**src/rtl/pipe_stall_ctrl_pkg.sv**
```systemverilog
// Shared constants for the MiniMIPS32 stall/flush controller:
// stall-vector encodings and the reset PC.
package pipe_stall_ctrl_pkg;

  localparam int STALL_W = 6;

  localparam logic [STALL_W-1:0] STALL_NONE = 6'b000000;
  localparam logic [STALL_W-1:0] STALL_ID   = 6'b000111;
  localparam logic [STALL_W-1:0] STALL_EXE  = 6'b001111;
  localparam logic [STALL_W-1:0] STALL_MEM  = 6'b011111;

  localparam logic [31:0] PC_INIT = 32'hBFC0_0000;

endpackage : pipe_stall_ctrl_pkg

```
**src/rtl/pipe_stall_ctrl_mem_wait_timer.sv**
```systemverilog
// Counts consecutive stalled MEM-wait cycles and forces a release
// once MEM_TIMEOUT of them have elapsed.
module mem_wait_timer #(
  parameter int MEM_TIMEOUT = 255,
  parameter int CNT_W       = 8
) (
  input  logic clk,
  input  logic rst,
  input  logic flush,
  input  logic clear,
  input  logic mem_req,
  input  logic mem_ack,
  output logic wait_stall,
  output logic timeout
);

  localparam logic [CNT_W-1:0] LIMIT = CNT_W'(MEM_TIMEOUT);

  logic [CNT_W-1:0] wcnt;
  logic             pending;

  // Requests seen during the flush cycle are ignored entirely.
  assign pending    = mem_req && !mem_ack && !flush;
  assign wait_stall = pending && (wcnt < LIMIT);
  assign timeout    = pending && (wcnt == LIMIT);

  always_ff @(posedge clk) begin
    if (rst || clear || flush || !pending || timeout) begin
      wcnt <= '0;
    end else begin
      wcnt <= wcnt + 1'b1;
    end
  end

endmodule : mem_wait_timer

```
**src/rtl/pipe_stall_ctrl.sv**
```systemverilog
// Central stall/flush controller: prioritises MEM/EXE/ID stall requests,
// sequences the multi-cycle divider and registers the exception flush.
module pipe_stall_ctrl
  import pipe_stall_ctrl_pkg::*;
#(
  parameter int DIV_CYCLES  = 34,
  parameter int MEM_TIMEOUT = 255,
  parameter int CNT_W       = 8
) (
  input  logic               cpu_clk_50M,
  input  logic               cpu_rst,
  input  logic               stallreq_id,
  input  logic               div_start,
  input  logic               mem_req,
  input  logic               mem_ack,
  input  logic               exc_valid,
  input  logic [31:0]        exc_pc,
  output logic [STALL_W-1:0] stall,
  output logic               flush,
  output logic [31:0]        new_pc,
  output logic               div_busy,
  output logic               div_done,
  output logic               mem_timeout
);

  localparam logic [CNT_W-1:0] DIV_LOAD = CNT_W'(DIV_CYCLES - 1);
  localparam logic [CNT_W-1:0] ONE      = CNT_W'(1);

  logic [CNT_W-1:0] dcnt;
  logic             div_accept;
  logic             mem_wait;

  // A new divide is refused while one is running, during the flush
  // cycle, and in the cycle an exception commits.
  assign div_accept = div_start && (dcnt == '0) && !flush && !exc_valid;
  assign div_busy   = !flush && (div_accept || (dcnt > ONE));
  assign div_done   = !flush && (dcnt == ONE);

  always_ff @(posedge cpu_clk_50M) begin
    if (cpu_rst || flush || exc_valid) begin
      dcnt <= '0;
    end else if (div_accept) begin
      dcnt <= DIV_LOAD;
    end else if (dcnt != '0) begin
      dcnt <= dcnt - 1'b1;
    end
  end

  always_ff @(posedge cpu_clk_50M) begin
    if (cpu_rst) begin
      flush  <= 1'b0;
      new_pc <= PC_INIT;
    end else if (exc_valid && !flush) begin
      flush  <= 1'b1;
      new_pc <= exc_pc;
    end else begin
      flush  <= 1'b0;
    end
  end

  mem_wait_timer #(
    .MEM_TIMEOUT (MEM_TIMEOUT),
    .CNT_W       (CNT_W)
  ) u_mem_wait_timer (
    .clk        (cpu_clk_50M),
    .rst        (cpu_rst),
    .flush      (flush),
    .clear      (exc_valid),
    .mem_req    (mem_req),
    .mem_ack    (mem_ack),
    .wait_stall (mem_wait),
    .timeout    (mem_timeout)
  );

  // Highest-priority active request alone selects the vector.
  always_comb begin
    stall = STALL_NONE;
    if (flush) begin
      stall = STALL_NONE;
    end else if (mem_wait) begin
      stall = STALL_MEM;
    end else if (div_busy) begin
      stall = STALL_EXE;
    end else if (stallreq_id && !cpu_rst) begin
      stall = STALL_ID;
    end
  end

endmodule : pipe_stall_ctrl

```
**config.mk**
```make
export PLATFORM = sky130hd
export DESIGN_NAME = pipe_stall_ctrl
export DESIGN_NICKNAME = d
export VERILOG_FILES = /design/src/rtl/pipe_stall_ctrl_pkg.sv /design/src/rtl/pipe_stall_ctrl_mem_wait_timer.sv /design/src/rtl/pipe_stall_ctrl.sv
export SDC_FILE = /design/constraint.sdc
export NUM_CORES = 1
export LEC_CHECK = 0
export ABC_AREA = 1
export CAP_MARGIN = 0
export CORE_MARGIN = 10
export CORE_UTILIZATION = 40
export DETAILED_ROUTE_END_ITERATION = 8
export PLACE_DENSITY = 0.81
export SLEW_MARGIN = 20
export SYNTH_ARGS = -nofsm -noshare
export SYNTH_HDL_FRONTEND = slang
export SYNTH_SLANG_ARGS = --single-unit
```
**constraint.sdc**
```tcl
create_clock -name cpu_clk_50M -period 2.25 [get_ports cpu_clk_50M]
set_input_delay 0.45 -clock cpu_clk_50M [delete_from_list [all_inputs] [get_ports cpu_clk_50M]]
set_output_delay 0.45 -clock cpu_clk_50M [all_outputs]
set_load 0.01 [all_outputs]
```
==> results.toml, run 1 <==
[worst_setup_path]
crit_path_frequent_cell = "nand2_1"
cp_cell_sequence = "clkdlybuf4s50_1, nor3b_2, nand2_1, nand2_1, inv_1, a31oi_4, clkbuf_2"
cp_max_fo = 3
critical_path_arrival_ps = 1730
max_stage_delay_ps = 430
crit_family = "buffers and inverters"
worstSetupStartpointType = "input port"
worst-path-buf-inv = 3
cp_slowest_cell = "clkdlybuf4s50_1"
critPathRequiredTime_ps = 1800
path_class = "input port to primary output"
endpoint_kind = "primary output"

[placement]
gp_congestion = 0.787
numPortBuffers = 79
place_area_um2 = 2920
hpwl_um = 4110

[grt]
met3_usage_pct = 7.65
antenna_found_initial = 0
busiest_layer = "met2"
gr-usage-met1_pct = 14.5
grt_pass1_wl_um = 9000
grt.total_usage_pct = 13.0
grt_pass1_vias = 1868
gr-usage-met2_pct = 20.5
grt_max_degree = 33
grt-ovfl-total = 0

[sta]
hold_viol_final = 0
fmax_ghz = 0.458
fin_crit_sh_pct = 96.9
fin_skew_ps = 4.83
setup_viol = 0
rsz0062_at_grt = "true"
drv_slew = 0
min_period_ps = 2180
whs_ps = 423

[detailed_routing]
via_count = 1866
drt_pre_antenna_iters = 4
via_per_inst = 4.46
antenna_left = 0
routed_wl_um = 5500
dr.first_iter.drc_count = 66
drc = 0
wl_per_cell_um = 13.1

[cts]
h-tree-depth = 2
numCtsBuffers = 5
cts_max_path_buffers = 2
cts_tree = "built"
path_clk_slew_ps = 90
root_buffer = "clkbuf_8"
clock_sinks = 49
worstSkewPairLatency_ps = 290

[min_path]
min_path_type = "flip-flop to flip-flop"

[synthesis]
synth_nets = 301
ys_ff_latch = 49
synth-seq-area-share_pct = 49.2
ys_warn_count = 0
syn_area_per_cell_um2 = 7.72
ys_types = 28
synth-main-ff-cell = "dfxtp_1"
async_flop_share_pct = 0
syn_inst = 258
synth_edf_count = 0
syn_area_um2 = 1990

[floorplan]
start_util_pct = 41.6
rows = 25
coreArea_um2 = 4790
die_w_um = 90.6
die_h_um = 90.6
pin_count = 81
die_area_um2 = 8200

[final_layout]
final_cell_mix = "71 x clkdlybuf4s50_1, 65 x nor2_1, 46 x dfxtp_1"
final_common_cell = "clkdlybuf4s50_1"
drive_above_1_share_pct = 14.2
final_area_um2 = 3070
final_nets = 393
synthToLayoutAreaGrowth_pct = 54.1
diodes = 0

[power_and_ir_drop]
p_leak_uw = 0.00135
peakVddDrop_mv = 0.514
powerDensity_nw_per_um2 = 1020

[job]
maxCapViolCount = 0

[status]
status = "finished, final reports clean"
-- sequential cells by signal, summed over array words and instances (netlist names) --
register               count
u_mem_wait_timer.wcnt      8
new_pc                    32
dcnt                       8
flush                      1
-- routing by layer --
layer  part of all wire, %  wire length [µm]
met2                    46              2550
met5                     0                 0
met1                    41              2280
met3                    12               649
met4                  0.35                19
-- path summary, 6_finish.rpt --
check,start,endpoint,slack [ps],depth (start not counted)
setup / recovery,exc_valid,stall[0],70,7
hold / removal,u_mem_wait_timer.wcnt[0],u_mem_wait_timer.wcnt[0],420,1
setup reg to reg,u_mem_wait_timer.wcnt[1],u_mem_wait_timer.wcnt[3],760,10
hold reg to reg,u_mem_wait_timer.wcnt[0],u_mem_wait_timer.wcnt[0],420,1
-- area by class of cell --
| class | instances | area [µm²] |
|---|---|---|
| clock buffers | 7 | 96.3 |
| clock inverters | 1 | 5.00 |
| fillers | 417 | 1720 |
| inverters | 18 | 67.6 |
| multi-input cells | 179 | 912 |
| flip-flops and latches | 49 | 985 |
| well taps | 67 | 83.8 |
| repair buffers | 97 | 920 |
-- cell usage after synthesis, types with 2 or more instances --
cell,number,share of area (%)
a21oi_1,3,0.75
buf_2,2,0.50
buf_4,5,1.9
clkbuf_1,4,0.75
dfxtp_1,49,49
ha_1,4,2.5
inv_1,16,3.0
inv_2,2,0.38
nand2_1,40,7.5
nand2_2,2,0.63
nand3_1,16,4.0
nor2_1,66,12
nor2_4,2,1.1
nor3_1,2,0.50
nor3b_2,2,1.3
o21ai_0,26,6.5
xnor2_1,3,1.3
xor2_1,4,1.8
-- stage by stage --
stage	instances	power [µW]	setup slack [ps]	utilization, %	setup TNS (ps)
after floorplan	258	1890	364	-	0
after global placement	407	2560	-471	61.1	-2210
after detailed placement	407	2600	-520	61.1	-2390
after CTS	417	3110	-30.1	63.8	-83.7
after global routing	418	3370	-45.9	64.1	-93.8
final	418	3120	68.7	64.1	0
-- power breakdown --
group | internal, µW | switching (µW) | total [µW]
registers | 982 | 80.6 | 1060
logic | 724 | 777 | 1500
clock network | 278 | 274 | 552
total | 1980 | 1130 | 3120
-- logic make-up (layout without fill, tap and decap cells) --
kind of cell	Yosys count	in the layout	share of synthesized area, %
simple gates	134	134	29.6
flops	49	49	49.2
compound gates	33	33	8.61
buf+inv	30	123	6.78
xor+xnor	7	7	3.08
fa+ha+maj	4	4	2.51
other cells	1	1	0.188
-- what timing repair did --
item / CTS / global route
endpoints found under the setup margin: 7 / 7
pin swaps: 2 / 3
buffers inserted: 2 / 1
resized for setup: 12 / 18
hold buffers: 0 / 0
No activity file was read; power rests on OpenSTA's default activity.
==> run 2, diff against run 1 <==
--- a/config.mk
+++ b/config.mk
@@ -9,6 +9,7 @@
 export CAP_MARGIN = 0
 export CORE_MARGIN = 10
 export CORE_UTILIZATION = 40
+export CTS_CLUSTER_DIAMETER = 120
 export DETAILED_ROUTE_END_ITERATION = 8
 export PLACE_DENSITY = 0.81
 export SLEW_MARGIN = 20
==> results of run 2 <==
The final DEF is identical to that of run 1; final timing and power are the same.
==> run 3, diff against run 2 <==
--- a/config.mk
+++ b/config.mk
@@ -7,9 +7,9 @@
 export LEC_CHECK = 0
 export ABC_AREA = 1
 export CAP_MARGIN = 0
-export CORE_MARGIN = 10
 export CORE_UTILIZATION = 40
 export CTS_CLUSTER_DIAMETER = 120
+export CTS_CLUSTER_SIZE = 20
 export DETAILED_ROUTE_END_ITERATION = 8
 export PLACE_DENSITY = 0.81
 export SLEW_MARGIN = 20
==> run 3 against run 2 <==
  * First-iteration DRC count shrank 9.1%
  * Maximum frequency grew 0.18%
  * Clock-buffer cell count shrank 2
  * Utilization down 0.39 points
  * Clock power shrank 7.4%
==> results.toml, run 3 (same netlist as run 1, synthesis figures left out) <==
[detailed_routing]
via_count = 1923
via_per_inst = 4.63
dr.first_iter.drc_count = 60
drc = 0
routed_wl_um = 4900
wl_met3_um = 390
wl_met2_um = 2330
highest_layer = "met4"
drt_pre_antenna_iters = 4
wl_per_cell_um = 11.8
antenna_left = 0
met1_length_um = 2130

[status]
status = "finished, final reports clean"

[placement]
numPortBuffers = 79
place_area_um2 = 2900
gp_congestion = 0.823
hpwl_um = 3480

[worst_setup_path]
critPathRequiredTime_ps = 1800
cp_cell_sequence = "clkdlybuf4s50_1, nor3b_4, nand2_2, nand2_1, buf_4, nand2_1, nand2_1, clkdlybuf4s15_2"
r2r-start = "u_mem_wait_timer.wcnt[0]"
max_stage_delay_ps = 460
crit_path_frequent_cell = "nand2_1"
path_class = "input port to primary output"
endpoint_kind = "primary output"
cp_slowest_cell = "clkdlybuf4s50_1"
startpoint = "div_start"
worstSetupStartpointType = "input port"
cp_max_fo = 3
critical_path_arrival_ps = 1730

[grt]
grt_pass1_wl_um = 8020
grt_max_degree = 34
grt_pass1_vias = 1937
grt.total_usage_pct = 19.7
antenna_found_initial = 0
grt-ovfl-total = 0

[min_path]
worst_hold_startpoint = "u_mem_wait_timer.wcnt[0]"
min_path_type = "flip-flop to flip-flop"

[cts]
path_clk_slew_ps = 90
root_buffer = "clkbuf_8"
cts_max_path_buffers = 2
h-tree-depth = 2
clock_sinks = 49
cts_tree = "built"
worstSkewPairLatency_ps = 300
holdBufCountCts = 0
numCtsBuffers = 5

[final_layout]
num-fill-cells = 422
reg_top3 = "new_pc x32, dcnt x8, u_mem_wait_timer.wcnt x8"
final_cell_mix = "70 x clkdlybuf4s50_1, 63 x nor2_1, 46 x dfxtp_1"
final_area_um2 = 3030
final_nets = 390
largest_register_ffs = 32
diodes = 0
top_register = "new_pc"
final_common_cell = "clkdlybuf4s50_1"
drive_above_1_share_pct = 14.4
synthToLayoutAreaGrowth_pct = 52.1

[sta]
tns_ps = 0
min_period_ps = 2180
drv_slew = 0
relSlewSlack_pct = 61.1
setup_viol = 0
tightest_slew_ps = 583
hold_viol_final = 0
fin_crit_sh_pct = 96.8
fmax_ghz = 0.459
fin_skew_ps = 7.75

[floorplan]
die_area_um2 = 5270
rows = 25
coreArea_um2 = 4750
pin_count = 81
die_h_um = 72.6
start_util_pct = 41.9
die_w_um = 72.6

[power_and_ir_drop]
pwr-share-comb_pct = 48.6
switching_power_uw = 1140
peakVddDrop_mv = 0.613
internal-power_uw = 1950
powerDensity_nw_per_um2 = 1020
p_sw_share_pct = 37.0
p_leak_uw = 0.00133
seq_power_share_pct = 34.8
p_clk_share_pct = 16.5

[job]
maxCapViolCount = 0
[run 3: what timing repair did]
item,in CTS,in global routing
gates resized for setup,24,12
pin swaps,2,3
buffers inserted,0,1
endpoints found under the setup margin,7,7
[run 3: path summary, 6_finish.rpt]
path                               to  slack [ps]  cells past startpoint
max                          stall[3]          70                      8
min          u_mem_wait_timer.wcnt[0]         460                      1
max reg2reg  u_mem_wait_timer.wcnt[6]         770                     10
min reg2reg  u_mem_wait_timer.wcnt[0]         460                      1
[run 3: through the flow]
| step | utilization, % | instances | total power, µW | setup slack [ps] | hold WS [ps] |
|---|---|---|---|---|---|
| after global routing | 63.7 | 415 | 3330 | -11.6 | 466 |
| after CTS | 63.1 | 414 | 3050 | 4.82 | 458 |
| after detailed placement | 61.1 | 406 | 2590 | -527 | 444 |
| after global placement | 61.1 | 406 | 2540 | -448 | 430 |
| after floorplan | - | 258 | 1890 | 364 | 418 |
| final | 63.7 | 415 | 3090 | 72.6 | 457 |
[run 3: area by class of cell]
class                           instances  area, µm²  area share, %
Multi-Input combinational cell        179        910           30.0
Clock buffer                            5       68.8           2.27
Clock inverter                          3       22.5          0.743
Sequential cell                        49        985           32.5
Timing Repair Buffer                   94        893           29.5
Inverter                               18       67.6           2.23
Tap cell                               67       83.8           2.77
[run 3: metal layers]
metal	GRT usage (%)	vias up
met5	0	-
met4	6.75	0
met3	8.06	4
met2	34.4	56
met1	21.4	876
li1	-	987
[run 3: power by group through the flow]
| stage | clock, µW | sequential [µW] | combinational, µW |
|---|---|---|---|
| 3_3_place_gp | 0 | 1070 | 1460 |
| 2_1_floorplan | 0 | 1090 | 799 |
| 3_5_place_dp | 0 | 1080 | 1510 |
| 5_1_grt | 558 | 1090 | 1680 |
| 6_report | 511 | 1080 | 1500 |
| 4_1_cts | 529 | 1060 | 1460 |
[run 3: critical path: cells and delay by family]
family / cells / cell delay, ps
buffers and inverters: 3 / 770
AND/OR/NAND/NOR: 5 / 500
